<file path="src/rtl/gpu_pkg.sv">
// Shared types for the warp scheduler slice.
// Warp lifecycle states and retire-kind encodings.
package gpu_pkg;

    typedef enum logic [1:0] {
        IDLE     = 2'd0,
        READY    = 2'd1,
        INFLIGHT = 2'd2,
        BARRIER  = 2'd3
    } warp_state_t;

    localparam logic [1:0] CK_NEXT    = 2'b00;
    localparam logic [1:0] CK_BRANCH  = 2'b01;
    localparam logic [1:0] CK_BARRIER = 2'b10;
    localparam logic [1:0] CK_EXIT    = 2'b11;

endpackage

</file>
<file path="src/rtl/gpu_rr_picker.sv">
// Round-robin first-set finder: scans req starting
// at ptr, wrapping, and grants the first set bit.
module gpu_rr_picker #(
    parameter int N = 4,
    parameter int W = $clog2(N)
) (
    input  logic [N-1:0] req,
    input  logic [W-1:0] ptr,
    output logic         grant_valid,
    output logic [W-1:0] grant_id
);

    logic [W-1:0] idx;

    // Walk offsets 0..N-1 from ptr; first hit wins.
    always_comb begin
        grant_valid = 1'b0;
        grant_id    = '0;
        idx         = '0;
        for (int i = 0; i < N; i++) begin
            idx = ptr + W'(i);
            if (!grant_valid && req[idx]) begin
                grant_valid = 1'b1;
                grant_id    = idx;
            end
        end
    end

endmodule

</file>
<file path="src/rtl/gpu_warp_scheduler.sv">
// Warp scheduler: per-warp PC/state tracking, one
// instruction in flight per warp, RR issue, barriers.
module gpu_warp_scheduler
    import gpu_pkg::*;
#(
    parameter  int NUM_WARPS = 4,
    parameter  int PC_W      = 16,
    localparam int WID_W     = $clog2(NUM_WARPS)
) (
    input  logic                 clk,
    input  logic                 rst_n,
    input  logic                 launch_valid,
    input  logic [WID_W-1:0]     launch_warp,
    input  logic [PC_W-1:0]      launch_pc,
    output logic                 issue_valid,
    output logic [WID_W-1:0]     issue_warp,
    output logic [PC_W-1:0]      issue_pc,
    input  logic                 issue_ready,
    input  logic                 commit_valid,
    input  logic [WID_W-1:0]     commit_warp,
    input  logic [1:0]           commit_kind,
    input  logic [PC_W-1:0]      commit_target,
    output logic [NUM_WARPS-1:0] active_mask,
    output logic                 all_done,
    output logic                 err
);

    warp_state_t          state [NUM_WARPS];
    logic [PC_W-1:0]      pc    [NUM_WARPS];
    logic [WID_W-1:0]     rr_ptr;
    logic [NUM_WARPS-1:0] ready_mask;
    logic                 grant_valid;
    logic [WID_W-1:0]     grant_id;
    logic                 load;
    logic                 release_all;
    logic                 launch_ok;
    logic                 commit_ok;

    // Candidate and occupancy masks from registered state.
    always_comb begin
        ready_mask  = '0;
        active_mask = '0;
        release_all = 1'b1;
        for (int w = 0; w < NUM_WARPS; w++) begin
            ready_mask[w]  = (state[w] == READY);
            active_mask[w] = (state[w] != IDLE);
            if (state[w] != IDLE && state[w] != BARRIER)
                release_all = 1'b0;
        end
        if (active_mask == '0)
            release_all = 1'b0;
    end

    // Launch/commit legality and issue-register load.
    always_comb begin
        load      = !issue_valid || issue_ready;
        commit_ok = commit_valid
                  && (state[commit_warp] == INFLIGHT);
        launch_ok = launch_valid
                  && (state[launch_warp] == IDLE)
                  && !(commit_valid
                       && commit_warp == launch_warp);
    end

    assign all_done = (active_mask == '0) && !issue_valid;

    gpu_rr_picker #(
        .N (NUM_WARPS),
        .W (WID_W)
    ) u_picker (
        .req         (ready_mask),
        .ptr         (rr_ptr),
        .grant_valid (grant_valid),
        .grant_id    (grant_id)
    );

    // Warp state, PCs, issue register and sticky error.
    always_ff @(posedge clk or negedge rst_n) begin
        if (!rst_n) begin
            for (int w = 0; w < NUM_WARPS; w++) begin
                state[w] <= IDLE;
                pc[w]    <= '0;
            end
            issue_valid <= 1'b0;
            issue_warp  <= '0;
            issue_pc    <= '0;
            rr_ptr      <= '0;
            err         <= 1'b0;
        end else begin
            if (release_all) begin
                for (int w = 0; w < NUM_WARPS; w++)
                    if (state[w] == BARRIER)
                        state[w] <= READY;
            end
            if (launch_ok) begin
                state[launch_warp] <= READY;
                pc[launch_warp]    <= launch_pc;
            end else if (launch_valid) begin
                err <= 1'b1;
            end
            if (commit_ok) begin
                unique case (commit_kind)
                    CK_NEXT: begin
                        pc[commit_warp] <=
                            pc[commit_warp] + PC_W'(1);
                        state[commit_warp] <= READY;
                    end
                    CK_BRANCH: begin
                        pc[commit_warp]    <= commit_target;
                        state[commit_warp] <= READY;
                    end
                    CK_BARRIER: begin
                        pc[commit_warp] <=
                            pc[commit_warp] + PC_W'(1);
                        state[commit_warp] <= BARRIER;
                    end
                    CK_EXIT: begin
                        state[commit_warp] <= IDLE;
                    end
                endcase
            end else if (commit_valid) begin
                err <= 1'b1;
            end
            if (load) begin
                issue_valid <= grant_valid;
                if (grant_valid) begin
                    issue_warp      <= grant_id;
                    issue_pc        <= pc[grant_id];
                    state[grant_id] <= INFLIGHT;
                    rr_ptr <= grant_id + WID_W'(1);
                end
            end
        end
    end

endmodule
</file>
<file path="config.mk">
export PLATFORM = sky130hd
export DESIGN_NAME = gpu_warp_scheduler
export DESIGN_NICKNAME = d
export VERILOG_FILES = /design/src/rtl/gpu_pkg.sv /design/src/rtl/gpu_rr_picker.sv /design/src/rtl/gpu_warp_scheduler.sv
export SDC_FILE = /design/constraint.sdc
export NUM_CORES = 1
export LEC_CHECK = 0
export BUFFER_PORTS_ARGS = -buffer_cell sky130_fd_sc_hd__buf_4
export CELL_PAD_IN_SITES_DETAIL_PLACEMENT = 1
export CELL_PAD_IN_SITES_GLOBAL_PLACEMENT = 2
export CORE_ASPECT_RATIO = 0.75
export CORE_MARGIN = 2
export CORE_UTILIZATION = 42
export CTS_BUF_LIST = sky130_fd_sc_hd__clkbuf_8 sky130_fd_sc_hd__clkbuf_16
export DETAILED_ROUTE_END_ITERATION = 10
export GPL_TIMING_DRIVEN = 1
export MAX_ROUTING_LAYER = met4
export PLACE_DENSITY_LB_ADDON = 0.2
export SYNTH_ARGS = -nofsm -noshare
export SYNTH_HDL_FRONTEND = slang
export SYNTH_SLANG_ARGS = --single-unit
</file>
<file path="constraint.sdc">
create_clock -name clk -period 7.05 [get_ports clk]
set_clock_uncertainty 0.05 [all_clocks]
set_input_delay 0.3525 -clock clk [delete_from_list [all_inputs] [get_ports clk]]
set_output_delay 0.3525 -clock clk [all_outputs]
set_load 0.01 [all_outputs]
</file>
Yosys cells after proc, flatten, opt, wreduce, memory -nomap -nowiden

Index checks and enable logic that the tools add are counted.

$add $sub $neg: 5
Reduce and logical (&&, ||, !) cells: 31
Bitwise gates (word level): 15
Eq/ne operators: 17
Muxes and demuxes: 63
Order comparisons: 10

Operators by type and width:

| kind                  | count |
|---|---|
| $bwmux 64             | 3 |
| $mux 64               | 2 |
| $pmux 64 s2           | 1 |
| $mux 16               | 6 |
| $bmux 16 s2           | 2 |
| $demux 16 s2          | 2 |
| $mux 8                | 5 |
| $mux 2                | 15 |
| $pmux 8 s3            | 1 |
| $mux 1                | 17 |
| $add 16x1->16 const B | 1 |
| $logic_and 1x1->1     | 15 |
| $eq 2x2->1 const B    | 7 |
| $and 4x4->4           | 3 |
| $demux 2 s2           | 3 |
| $lt 2x3->1 const B    | 4 |
| $not 4->4             | 3 |
| $or 4x4->4            | 3 |
| $eq 2x1->1 const B    | 5 |
| $ge 3x3->1 const B    | 3 |
| $lt 3x1->1 const B    | 3 |
| $not 2->3             | 3 |
| $and 8x8->8           | 1 |
| $bmux 1 s2            | 4 |
| 14 further kinds      | 29 |

Output and inout bits: 25
Logic and storage cells: 154
Input bits: 43
Register bits after elaboration: 94

Longest topological paths before layout

Gate-level depths: netlist (run 1).

Depth in word-level cells: 22
Depth in mapped cells: 10

Hierarchy

A second synthesis (run 1) with hierarchy kept.

Cells, all modules: 705
Area, all modules: 6698.9 um^2

Modules (own cells, without submodules):

| module             | sequential area each (um^2) | area each (um^2) | cells each | times used |
|---|---|---|---|---|
| gpu_warp_scheduler | 2352.3                      | 6621.4           | 690        | 1 |
| gpu_rr_picker      | 0.0                         | 77.6             | 15         | 1 |

Worst setup path after synthesis (run 1)

Ideal clock, no wire load.

Path kind: input -> register
From: input commit_warp[0]
To: register pc[50] in the netlist's numbering
Path slack: 4.627 ns
Library setup time: 0.083 ns
Cell stages on the path: 9
Arrival time: 2.290 ns
Cells stage by stage: buf_6 mux4_1 ha_1 inv_1 xnor2_1 nor2_1 a221o_1 a221o_1 o21ai_0

Longest elaborated chain between the ends: 8
Elaborated cells between the ends (all ways): 24

Ends and longest elaborated chain:

| what                                                                 | line                                                                            | source |
|---|---|---|
| start, declared                                                      | gpu_warp_scheduler.sv:20                                                        | `input logic [WID_W-1:0] commit_warp,` |
| $not 2->3 (implied by the code) / $eq 2x2->1 (equally long branches) | --                                                                              |  |
| $bmux 16 s2 (tied with other cells)                                  | gpu_warp_scheduler.sv:105, gpu_warp_scheduler.sv:114                            |  |
| $mux 16 (implied by the code) (tied with other cells) (2 in a row)   | gpu_warp_scheduler.sv:105, gpu_warp_scheduler.sv:114                            |  |
| $add 16x1->16 (tied with other cells)                                | gpu_warp_scheduler.sv:105, gpu_warp_scheduler.sv:114                            |  |
| $bwmux 64 (on tied branches)                                         | gpu_warp_scheduler.sv:104, gpu_warp_scheduler.sv:113, gpu_warp_scheduler.sv:109 |  |
| $pmux 64 s2                                                          | gpu_warp_scheduler.sv:102                                                       | `unique case (commit_kind)` |
| $mux 64 (*)                                                          | gpu_warp_scheduler.sv:101                                                       | `if (commit_ok) begin` |
| end signal, assigned by index                                        | gpu_warp_scheduler.sv:104                                                       | `pc[commit_warp] <=` |
| end signal, assigned by index                                        | gpu_warp_scheduler.sv:109                                                       | `pc[commit_warp] <= commit_target;` |
| end signal, assigned by index                                        | gpu_warp_scheduler.sv:113                                                       | `pc[commit_warp] <=` |
| end, declared                                                        | gpu_warp_scheduler.sv:29                                                        | `logic [PC_W-1:0] pc [NUM_WARPS];` |

Every way passes the cells marked *; elsewhere a longest branch is shown, timed or not. The select of a mux whose other input is x is not followed.
A chain may end at the register's enable or synchronous reset.

Worst setup path in the final report (run 1)

From: register state[0] in the netlist's numbering
To: register pc[5] in the netlist's numbering

Longest elaborated chain between the ends: 10
Elaborated cells between the ends (all ways): 16

Ends and longest elaborated chain:

| what                                      | line                                                                            | source |
|---|---|---|
| start, declared                           | gpu_warp_scheduler.sv:28                                                        | `warp_state_t state [NUM_WARPS];` |
| start signal, assigned by index           | gpu_warp_scheduler.sv:81                                                        | `state[w] <= IDLE;` |
| start signal, assigned by index           | gpu_warp_scheduler.sv:93                                                        | `state[w] <= READY;` |
| start signal, assigned by index           | gpu_warp_scheduler.sv:96                                                        | `state[launch_warp] <= READY;` |
| $bmux 2 s2                                | gpu_warp_scheduler.sv:60                                                        | `&& (state[launch_warp] == IDLE)` |
| $mux 2 (implied by the code) (2 in a row) | gpu_warp_scheduler.sv:60                                                        |  |
| $logic_not 2->1                           | gpu_warp_scheduler.sv:60                                                        |  |
| $logic_and 1x1->1                         | gpu_warp_scheduler.sv:60                                                        |  |
| $logic_and 1x1->1                         | gpu_warp_scheduler.sv:61                                                        | `&& !(commit_valid` |
| $mux 64                                   | gpu_warp_scheduler.sv:95                                                        | `if (launch_ok) begin` |
| $bwmux 64 (on tied branches)              | gpu_warp_scheduler.sv:104, gpu_warp_scheduler.sv:113, gpu_warp_scheduler.sv:109 |  |
| $pmux 64 s2                               | gpu_warp_scheduler.sv:102                                                       |  |
| $mux 64 (*)                               | gpu_warp_scheduler.sv:101                                                       |  |
| end signal, assigned by index             | gpu_warp_scheduler.sv:97                                                        | `pc[launch_warp] <= launch_pc;` |
| end signal, assigned by index             | gpu_warp_scheduler.sv:104                                                       |  |
| end signal, assigned by index             | gpu_warp_scheduler.sv:113                                                       |  |

Marks and branches as above.

==> flow_summary_export.csv, run 1 <==
group,metric,value,unit
run_status,run_status,"complete, no violations",
synth,ys_ff_latch,94,
sta,tns,0,ns
drt,routed_wl,26400,µm
drt,drt_iter0_markers,571,
power_and_ir_drop,powerDensity,421,mW/mm²
finish,final_common_cell,"mux2i_1",
finish,n_antenna_cell,0,
synth,yosys-top-cells-area,"dfrtp_1 33%, mux2i_1 15%, o21ai_0 4.2%, a21oi_1 3.9%, mux4_2 3.8%",
place,gp_congestion,0.912,
setup_path,reg2reg_to,"pc[5]",
power_and_ir_drop,swShare,43.1,%
global_route,overflow,0,
clock_tree,cts_root_buffer,"clkbuf_16",
place,hpwl,17700,µm
setup_path,cp.arrival,3.08,ns
worst_hold_path,holdPathEnd,"issue_valid",
synth,ys_warn_count,0,
finish,ff_latch_area,0.00235,mm²
setup_path,crit_slowest_cell,"a311oi_4",
synth,synth_cells,731,
setup_path,end_kind,"register",
clock_tree,path_clk_slew,0.07,ns
synth,syn_area_per_cell,9.74,µm²
setup_path,timing.reg2reg.setup_slack,4.12,ns
clock_tree,cts_tree,"done",
global_route,grt_usage,31.1,%
synth,yosys.area.top_type,"dfrtp_1",
drt,final_antenna_net_count,0,
worst_hold_path,min_delay_path_depth,2,
power_and_ir_drop,comb_power_share,53.3,%
floorplanning,ios,68,
finish,layout_common_cells,"105 x mux2i_1, 94 x dfrtp_1, 78 x buf_4",
power_and_ir_drop,seqPwrFrac,29.7,%
floorplanning,die_w,154,µm
sta,layout_setup_ws,4.12,ns
setup_path,crit_required,7.20,ns
sta,finalSetupViolations,0,
clock_tree,clockBufferDepth,2,
global_route,antenna_found_initial,1,
sta,layout_min_cycle_time,2.93,ns
power_and_ir_drop,switchingPower,1.46,mW
drt,drc_errors,0,
power_and_ir_drop,peakVddDrop,0.277,mV
floorplanning,num_rows,41,
place,port_buffers,67,
finish,n_fill_cell,1907,
worst_hold_path,worstHoldPathType,"input port to register",
drt,num_vias,6449,
sta,rsz0062_at_grt,"false",
synth,syn_area,0.00712,mm²
setup_path,path_class,"register to register",
floorplanning,die_h,117,µm
sta,hold_viol,0,
floorplanning,core,0.0167,mm²
floorplanning,initial_core_util,42.6,%
finish,syn2layout_area_growth,13.6,%
setup_path,worst_path_dominant_cell_family,"compound AO/OA/AOI/OAI gates",
drt,drt_first_pass_iters,5,
global_route,grt_max_degree,49,
setup_path,crit_buf_inv,1,
run,drv_cap,0,
global_route,grt_pass1_vias,6739,
clock_tree,numCtsBuffers,9,
setup_path,worstReg2RegStart,"state[0]",
finish,finalNetCount,833,
setup_path,path_max_fanout,13,
finish,final_core_util,48.4,%
setup_path,critPathLaunchType,"register",
drt,wire_per_inst,26.7,µm
place,post-place-ws,3.91,ns
clock_tree,clk_latency,0.36,ns
worst_hold_path,hold_start,"issue_ready",
power_and_ir_drop,power.share.clock,17.0,%
synth,synthArstFlopShare,100,%
power_and_ir_drop,p_leak,3.50,nW
synth,yosysUniqueCellTypes,71,
clock_tree,clock_sinks,94,
sta,timing.hold.ws,0.123,ns
setup_path,worstPathCellList,"or3b_1 -> a311oi_4 -> buf_4 -> mux2i_1 -> a21o_1 -> a211o_1 -> o221ai_1",
drt,viasPerCell,6.53,
sta,fin_crit_sh,41.6,%
floorplanning,die_area,0.0180,mm²
synth,yosysTopAreaCellShare,33.1,%
sta,timing_max_transition_violations_final,0,
clock_tree,htree_levels,3,
synth,ys_seq_area_share,33.1,%
global_route,grt_pass1_wl,40600,µm
synth,syn_nets,795,
synth,synth_ff_type,"dfrtp_1",
setup_path,slowest_delay,0.63,ns
sta,fmax,341,MHz
sta,tightest_slew,1.14,ns
synth,synth-edff-count,0,
finish,drive_gt1_share,20.3,%
setup_path,r2r_cells,7,
sta,slew_headroom,23.6,%
power_and_ir_drop,fin_total_pwr,3.40,mW
finish,multi_input_area,0.00444,mm²
power_and_ir_drop,p_int,1.94,mW
## power groups by stage
stage | clock [mW] | combinational, mW | sequential, mW
2_1_floorplan | 0 | 1.26 | 0.959
3_3_place_gp | 0 | 1.73 | 0.995
3_5_place_dp | 0 | 1.80 | 1.01
4_1_cts | 0.581 | 1.81 | 1.00
5_1_grt | 0.602 | 1.97 | 1.04
6_report | 0.577 | 1.81 | 1.01
## cells in the mapped netlist, drive strengths merged, types with 5 or more instances
| master | number |
|---|---|
| dfrtp | 94 |
| o21ai | 63 |
| nand3 | 17 |
| nor3 | 10 |
| a221oi | 6 |
| mux2i | 105 |
| xor2 | 7 |
| nor4 | 7 |
| o21a | 7 |
| mux2 | 23 |
| a21o | 7 |
| inv | 26 |
| and3 | 5 |
| a211o | 5 |
| nor2b | 7 |
| a32oi | 5 |
| a21oi | 56 |
| mux4 | 16 |
| nand2 | 48 |
| ha | 21 |
| a2bb2oi | 6 |
| buf | 25 |
| nor2 | 30 |
| clkbuf | 27 |
| nand4 | 5 |
| a221o | 5 |
| a31oi | 14 |
| o22ai | 30 |
| xnor2 | 8 |
## sequential cells by signal, summed over array words and instances, names as in the netlist
name         cells
issue_warp       2
issue_valid      1
issue_pc        16
state            8
rr_ptr           2
err              1
pc              64
## cell families (layout without fill, tap and decap cells)
group	Yosys count	in the layout	synth area share [%]
simple gates	154	154	12.2
mux	144	144	23.7
flops	94	94	33.1
xor+xnor	15	15	1.85
buf+inv	78	120	5.40
compound gates	225	225	20.1
fa+ha+maj	21	21	3.69
## per-stage QoR
| step | cell area, µm² | instances |
|---|---|---|
| after floorplan | 7120 | 731 |
| after CTS | 8090 | 988 |
| after detailed placement | 7740 | 972 |
| after global routing | 8090 | 988 |
| after global placement | 7740 | 972 |
| final | 8090 | 988 |
## worst max path at each step
stage / start / end / slack, ns / depth (start not counted)
5_1_grt: state[0] / pc[5] / 4.02 / 7
4_1_cts: state[0] / pc[5] / 4.14 / 7
2_1_floorplan: commit_warp[0] / pc[50] / 4.63 / 9
3_3_place_gp: commit_warp[0] / pc[46] / 4.04 / 7
6_report: state[0] / pc[5] / 4.12 / 7
3_5_place_dp: commit_warp[0] / pc[14] / 3.91 / 7
## area by class of cell
cell class	count	share of cell area, %
Tap cell	215	3.33
Clock inverter	6	1.38
Multi-Input combinational cell	559	54.9
Timing Repair Buffer	79	7.36
Sequential cell	94	29.1
Clock buffer	9	2.79
Inverter	26	1.21
## timing repair
action,4_1_cts,5_1_grt
hold endpoints to repair,6,0
endpoints found under the setup margin,0,0
buffers inserted,0,0
gates resized for setup,0,0
hold buffers,1,0
## metal layers
layer / vias up / track usage, % / wire [µm]
met5: - / - / 0
met1: 3307 / 42.2 / 12000
met2: 279 / 49.0 / 12000
met3: 38 / 5.45 / 1980
met4: 0 / 7.65 / 433
li1: 2825 / - / -
Note: power is estimated with default switching activity, not from simulation.
==> run 2: changes to the inputs <==
Settings changed: ABC_AREA set to 1, CORE_UTILIZATION 42 to 30.
Clock period 7.05 ns to 2.35 ns, I/O delays scaled along.
==> flow_summary_export.csv, run 2 <==
group,metric,value,unit
run_status,run_status,"finished with violations",
run_status,violations,"negative setup slack",
synth,yosys.area.top_type,"dfrtp_1",
sta,hold_viol,0,
global_route,use_met3,3.33,%
global_route,grt_pass1_vias,9288,
clock_tree,htree_levels,3,
synth,yosysUniqueCellTypes,36,
floorplanning,num_rows,52,
finish,fin_area,0.0111,mm²
synth,syn_nets,1455,
floorplanning,die_area,0.0291,mm²
worst_hold_path,worstHoldPathType,"input port to register",
sta,fin_crit_sh,105,%
clock_tree,clock_sinks,94,
setup_path,cp.arrival,2.66,ns
floorplanning,ios,68,
worst_hold_path,min_delay_path_depth,3,
run,drv_cap,0,
setup_path,path_class,"register to register",
drt,drt_iter0_markers,795,
clock_tree,cts_root_buffer,"clkbuf_16",
clock_tree,numCtsBuffers,9,
global_route,grt_max_degree,44,
place,post-place-ws,-0.526,ns
drt,num_vias,9981,
sta,tns,-0.683,ns
global_route,overflow,0,
finish,final_common_cell,"nand2_1",
place,port_buffers,67,
floorplanning,die_w,196,µm
setup_path,critPathLaunchType,"register",
finish,finalNetCount,1584,
drt,wire_per_inst,21.8,µm
finish,multi_input_area,0.00565,mm²
floorplanning,initial_core_util,30.7,%
finish,largestRegisters,"pc x64, issue_pc x16, state x8",
synth,syn_area,0.00833,mm²
synth,synth_ff_type,"dfrtp_1",
drt,drt_first_pass_iters,5,
setup_path,end_kind,"register",
sta,fmax,405,MHz
global_route,use_met2,36.9,%
synth,synthArstFlopShare,100,%
power_and_ir_drop,peakVddDrop,0.568,mV
synth,synth-edff-count,0,
floorplanning,die_h,148,µm
sta,timing_max_transition_violations_final,0,
synth,synthTopCellsByCount,"545 x nand2_1, 127 x nand3_1, 105 x inv_1",
drt,routed_wl,40900,µm
power_and_ir_drop,p_leak,5.39,nW
global_route,met1_usage,44.0,%
place,dpl_cell_area,0.00983,mm²
finish,ff_latch_area,0.00235,mm²
synth,yosys-top-cells-area,"dfrtp_1 28%, nand2_1 25%, nand3_1 7.6%, o21ai_0 5.7%, o21ai_1 5.4%",
clock_tree,clk_latency,0.36,ns
synth,ys_warn_count,0,
finish,syn2layout_area_growth,33.4,%
finish,n_fill_cell,3486,
synth,yosysMostFrequentCell,"nand2_1",
global_route,antenna_found_initial,0,
sta,layout_min_cycle_time,2.47,ns
clock_tree,cts_tree,"done",
place,hpwl,28300,µm
finish,top_register,"pc",
finish,drive_gt1_share,21.2,%
global_route,globalRoute.busiestLayer,"met1",
global_route,grt_usage,27.5,%
synth,yosysTopAreaCellShare,28.2,%
power_and_ir_drop,powerDensity,1480,mW/mm²
sta,finalSetupViolations,18,
synth,ys_ff_latch,94,
drt,final_antenna_net_count,0,
finish,n_antenna_cell,0,
setup_path,r2r_cells,14,
finish,layout_common_cells,"528 x nand2_1, 155 x buf_4, 105 x nand3_1",
drt,drc_errors,0,
sta,rsz0062_at_grt,"true",
finish,largest_register_ffs,64,
drt,viasPerCell,5.32,
synth,ys_seq_area_share,28.2,%
place,gp_congestion,0.866,
clock_tree,path_clk_slew,0.07,ns
synth,synth_cells,1391,
setup_path,path_max_fanout,8,
floorplanning,core,0.0271,mm²
clock_tree,clockBufferDepth,2,
setup_path,crit_required,2.54,ns
sta,tightest_slew,0.566,ns
sta,slew_headroom,62.3,%
power_and_ir_drop,fin_total_pwr,16.4,mW
global_route,grt_pass1_wl,58700,µm
synth,syn_area_per_cell,5.99,µm²
sta,layout_setup_ws,-0.116,ns
==> run 2: cell count changes after synthesis, moves of 11 or more <==
cell     before  now
a21oi_1      55   66
a31oi_1      14    0
buf_2         9   25
inv_1        25  105
mux2_2       23    0
mux2i_1     105    0
mux4_2       12    0
nand2_1      48  545
nand3_1      14  127
nor2_1       28   48
o21ai_0      60   95
o21ai_1       3   90
o22ai_1      30    3
or2_0         0   39
==> run 2: critical path, cell delays in order, from the launching register on <==
cell and delay, ns:
dfrtp_2 0.51, buf_6 0.17, nand2_4 0.06, o21ai_4 0.07
buf_6 0.13, o21ai_4 0.18, buf_6 0.12, nand4_1 0.15
nand2_4 0.18, buf_12 0.12, nand2_8 0.07, buf_6 0.13
or2_0 0.20, nand3_1 0.11, nand3_1 0.08
==> run 2: report_power, final <==
part	internal, mW	total [mW]	switching (mW)
logic	5.05	11.4	6.37
registers	2.44	3.41	0.966
clock network	0.876	1.59	0.709
total	8.36	16.4	8.04
==> run 2: layout make-up <==
type | instances | area share (%)
timing repair buffer | 199 | 17.4
multi-input combinational | 1105 | 50.8
clock inverter | 5 | 0.450
sequential | 94 | 21.2
tap | 351 | 3.95
clock buffer | 11 | 2.27
inverter | 111 | 3.93
==> run 2: layer usage <==
layer  vias up  routed length, µm
met5         -                  0
met3        24               2690
li1       4722                  -
met4         0                285
met2       288              16900
met1      4947              21000
==> run 2: cell families (layout without fill, tap and decap cells) <==
family | Yosys count | in the layout | share of synthesized area (%)
fa+ha+maj | 21 | 21 | 3.15
xor+xnor | 8 | 8 | 0.841
simple gates | 804 | 805 | 41.0
buf+inv | 193 | 326 | 9.79
compound gates | 271 | 271 | 16.9
flops | 94 | 94 | 28.2
==> run 2: worst paths after layout <==
check	from	endpoint	slack (ns)
worst max register to register	rr_ptr[0]	issue_pc[10]	-0.12
worst min register to register	issue_pc[9]	issue_pc[9]	0.44
max in group asynchronous	rst_n	rr_ptr[0]	1.38
worst max-delay path	rr_ptr[0]	issue_pc[10]	-0.12
min in group asynchronous	rst_n	pc[48]	0.23
worst min-delay path	commit_valid	err	0.02
==> run 2: metrics by stage <==
step | hold slack [ns] | utilization (%) | std cells
final | 0.0152 | 41.0 | 1876
after floorplan | -0.228 | - | 1391
after CTS | 0.00604 | 37.8 | 1845
after detailed placement | 0.0720 | 36.2 | 1824
after global placement | 0.0709 | 36.2 | 1824
after global routing | 0.0370 | 41.0 | 1876
==> run 2: repair_timing <==
action / in CTS / in global routing
setup endpoints to repair: 27 / 92
setup buffers: 1 / 22
hold endpoints to repair: 31 / 0
hold buffers: 3 / 0
pin swaps: 1 / 23
gates resized for setup: 18 / 112
gates cloned: 1 / 11
==> run 3: changes to the inputs <==
Settings changed: CAP_MARGIN set to 15, CORE_UTILIZATION 30 to 35, SETUP_SLACK_MARGIN set to 0.02.
Clock period 2.35 ns to 3.1 ns, I/O delays scaled along.
==> flow_summary_export.csv, run 3 (synthesis gave the netlist of run 2 again) <==
group,metric,value,unit
clock_tree,post_cts_buffers,0,
global_route,grt_pass1_wl,53900,µm
setup_path,crit_end,"issue_pc[13]",
power_and_ir_drop,fin_total_pwr,9.05,mW
drt,viasPerCell,5.45,
place,placedCellCount,1707,
drt,num_vias,9388,
drt,drc_errors,0,
sta,finalSetupViolations,0,
place,gp_congestion,0.854,
setup_path,crit_start,"state[3]",
power_and_ir_drop,powerDensity,965,mW/mm²
sta,tightest_slew,0.867,ns
drt,drt_iter0_markers,886,
drt,drt_first_pass_iters,5,
place,port_buffers,67,
power_and_ir_drop,switchingPower,4.70,mW
global_route,overflow,0,
clock_tree,htree_levels,3,
clock_tree,numCtsBuffers,9,
clock_tree,clk_latency,0.37,ns
sta,timing.hold.ws,0.0328,ns
finish,n_antenna_cell,0,
sta,rsz0062_at_grt,"false",
floorplanning,die_w,182,µm
global_route,grt_pass1_vias,8974,
floorplanning,ios,68,
power_and_ir_drop,p_int,4.35,mW
power_and_ir_drop,p_leak,4.66,nW
power_and_ir_drop,comb_power_share,60.2,%
setup_path,reg2reg_to,"issue_pc[13]",
clock_tree,cts_tree,"done",
global_route,grt_usage,28.9,%
finish,layout_common_cells,"544 x nand2_1, 127 x nand3_1, 106 x inv_1",
finish,multi_input_area,0.00518,mm²
sta,fin_crit_sh,87.8,%
drt,wire_per_inst,19.8,µm
place,hpwl,24400,µm
clock_tree,cts_root_buffer,"clkbuf_16",
finish,drive_gt1_share,10.2,%
setup_path,cp.arrival,2.92,ns
setup_path,path_max_fanout,22,
power_and_ir_drop,peakVddDrop,0.395,mV
floorplanning,initial_core_util,35.9,%
clock_tree,path_clk_slew,0.08,ns
floorplanning,num_rows,48,
setup_path,worstReg2RegStart,"state[3]",
finish,largestRegisters,"pc x64, issue_pc x16, state x8",
sta,timing_max_transition_violations_final,0,
clock_tree,clock_sinks,94,
floorplanning,core,0.0232,mm²
finish,n_fill_cell,3139,
floorplanning,die_area,0.0251,mm²
power_and_ir_drop,swShare,52.0,%
finish,largest_register_ffs,64,
setup_path,path_class,"register to register",
setup_path,r2r_cells,14,
finish,ff_latch_area,0.00235,mm²
setup_path,end_kind,"register",
floorplanning,die_h,138,µm
power_and_ir_drop,power.share.clock,11.9,%
finish,top_register,"pc",
setup_path,crit_required,3.30,ns
sta,slew_headroom,42.2,%
run_status,run_status,"complete, no violations",
clock_tree,clockBufferDepth,2,
global_route,antenna_found_initial,0,
sta,layout_min_cycle_time,2.72,ns
sta,hold_viol,0,
setup_path,critPathLaunchType,"register",
global_route,grt_max_degree,65,
finish,final_common_cell,"nand2_1",
finish,syn2layout_area_growth,12.6,%
drt,routed_wl,34100,µm
setup_path,timing.reg2reg.setup_slack,0.38,ns
power_and_ir_drop,seqPwrFrac,27.9,%
finish,finalNetCount,1484,
worst_hold_path,worstHoldPathType,"input port to register",
drt,final_antenna_net_count,0,
finish,fin_cells,1723,
sta,fmax,368,MHz
run,drv_cap,0,
run 3: repair_timing:
item	4_1_cts	5_1_grt
hold buffers	2	0
endpoints found under the setup margin	12	25
endpoints found under the hold margin	56	0
gates resized for setup	1	2
run 3: critical path, cell delays in order (launching register included):
cell and delay [ns]:
dfrtp_1 0.38, inv_1 0.11, ha_1 0.23, o21ai_1 0.25, nand2_1 0.11, o21ai_1 0.15
inv_1 0.08, nor2_1 0.17, nand2_1 0.09, o21ai_2 0.16, buf_4 0.32, nor2_1 0.09
buf_4 0.21, nand3_1 0.11, nand3_1 0.07
run 3: cell type report:
| cell class | instances | area share (%) |
|---|---|---|
| multi-input cells | 1104 | 55.3 |
| inverters | 111 | 4.44 |
| repair buffers | 100 | 8.46 |
| flip-flops and latches | 94 | 25.1 |
| clock buffers | 10 | 2.55 |
| clock inverters | 4 | 0.187 |
| well taps | 300 | 4.00 |
run 3: worst min path at each step:
stage | startpoint | to | slack, ns | cells after the start
after floorplan | rst_n | err | -0.19 | 0
after global placement | rst_n | pc[17] | 0.27 | 1
after detailed placement | rst_n | pc[1] | 0.29 | 1
after CTS | issue_ready | issue_valid | 0.03 | 4
after global routing | issue_ready | issue_valid | 0.05 | 4
final | issue_ready | issue_valid | 0.03 | 4
run 3: stage by stage:
stage | setup slack (ns) | TNS, ns | cell area (µm²) | util (%)
after detailed placement | -0.0409 | -0.153 | 9100 | 39.2
final | 0.379 | 0 | 9380 | 40.4
after global routing | 0.0903 | 0 | 9380 | 40.4
after global placement | 0.148 | 0 | 9100 | 39.2
after CTS | 0.257 | 0 | 9380 | 40.4
after floorplan | 0.716 | 0 | 8330 | -
run 3: routing by layer:
layer	vias up	GRT usage, %	share of wire (%)
met3	27	3.67	5.9
met4	0	5.15	1.0
met1	4571	43.9	53
met5	-	-	0
met2	275	41.1	41
li1	4515	-	-
run 3: power by group through the flow:
stage | registers, mW | logic, mW | clock network (mW)
6_report | 2.53 | 5.45 | 1.07
5_1_grt | 2.59 | 6.20 | 1.14
4_1_cts | 2.49 | 5.42 | 1.10
3_5_place_dp | 2.51 | 5.39 | 0
3_3_place_gp | 2.49 | 5.23 | 0
2_1_floorplan | 2.25 | 3.85 | 0
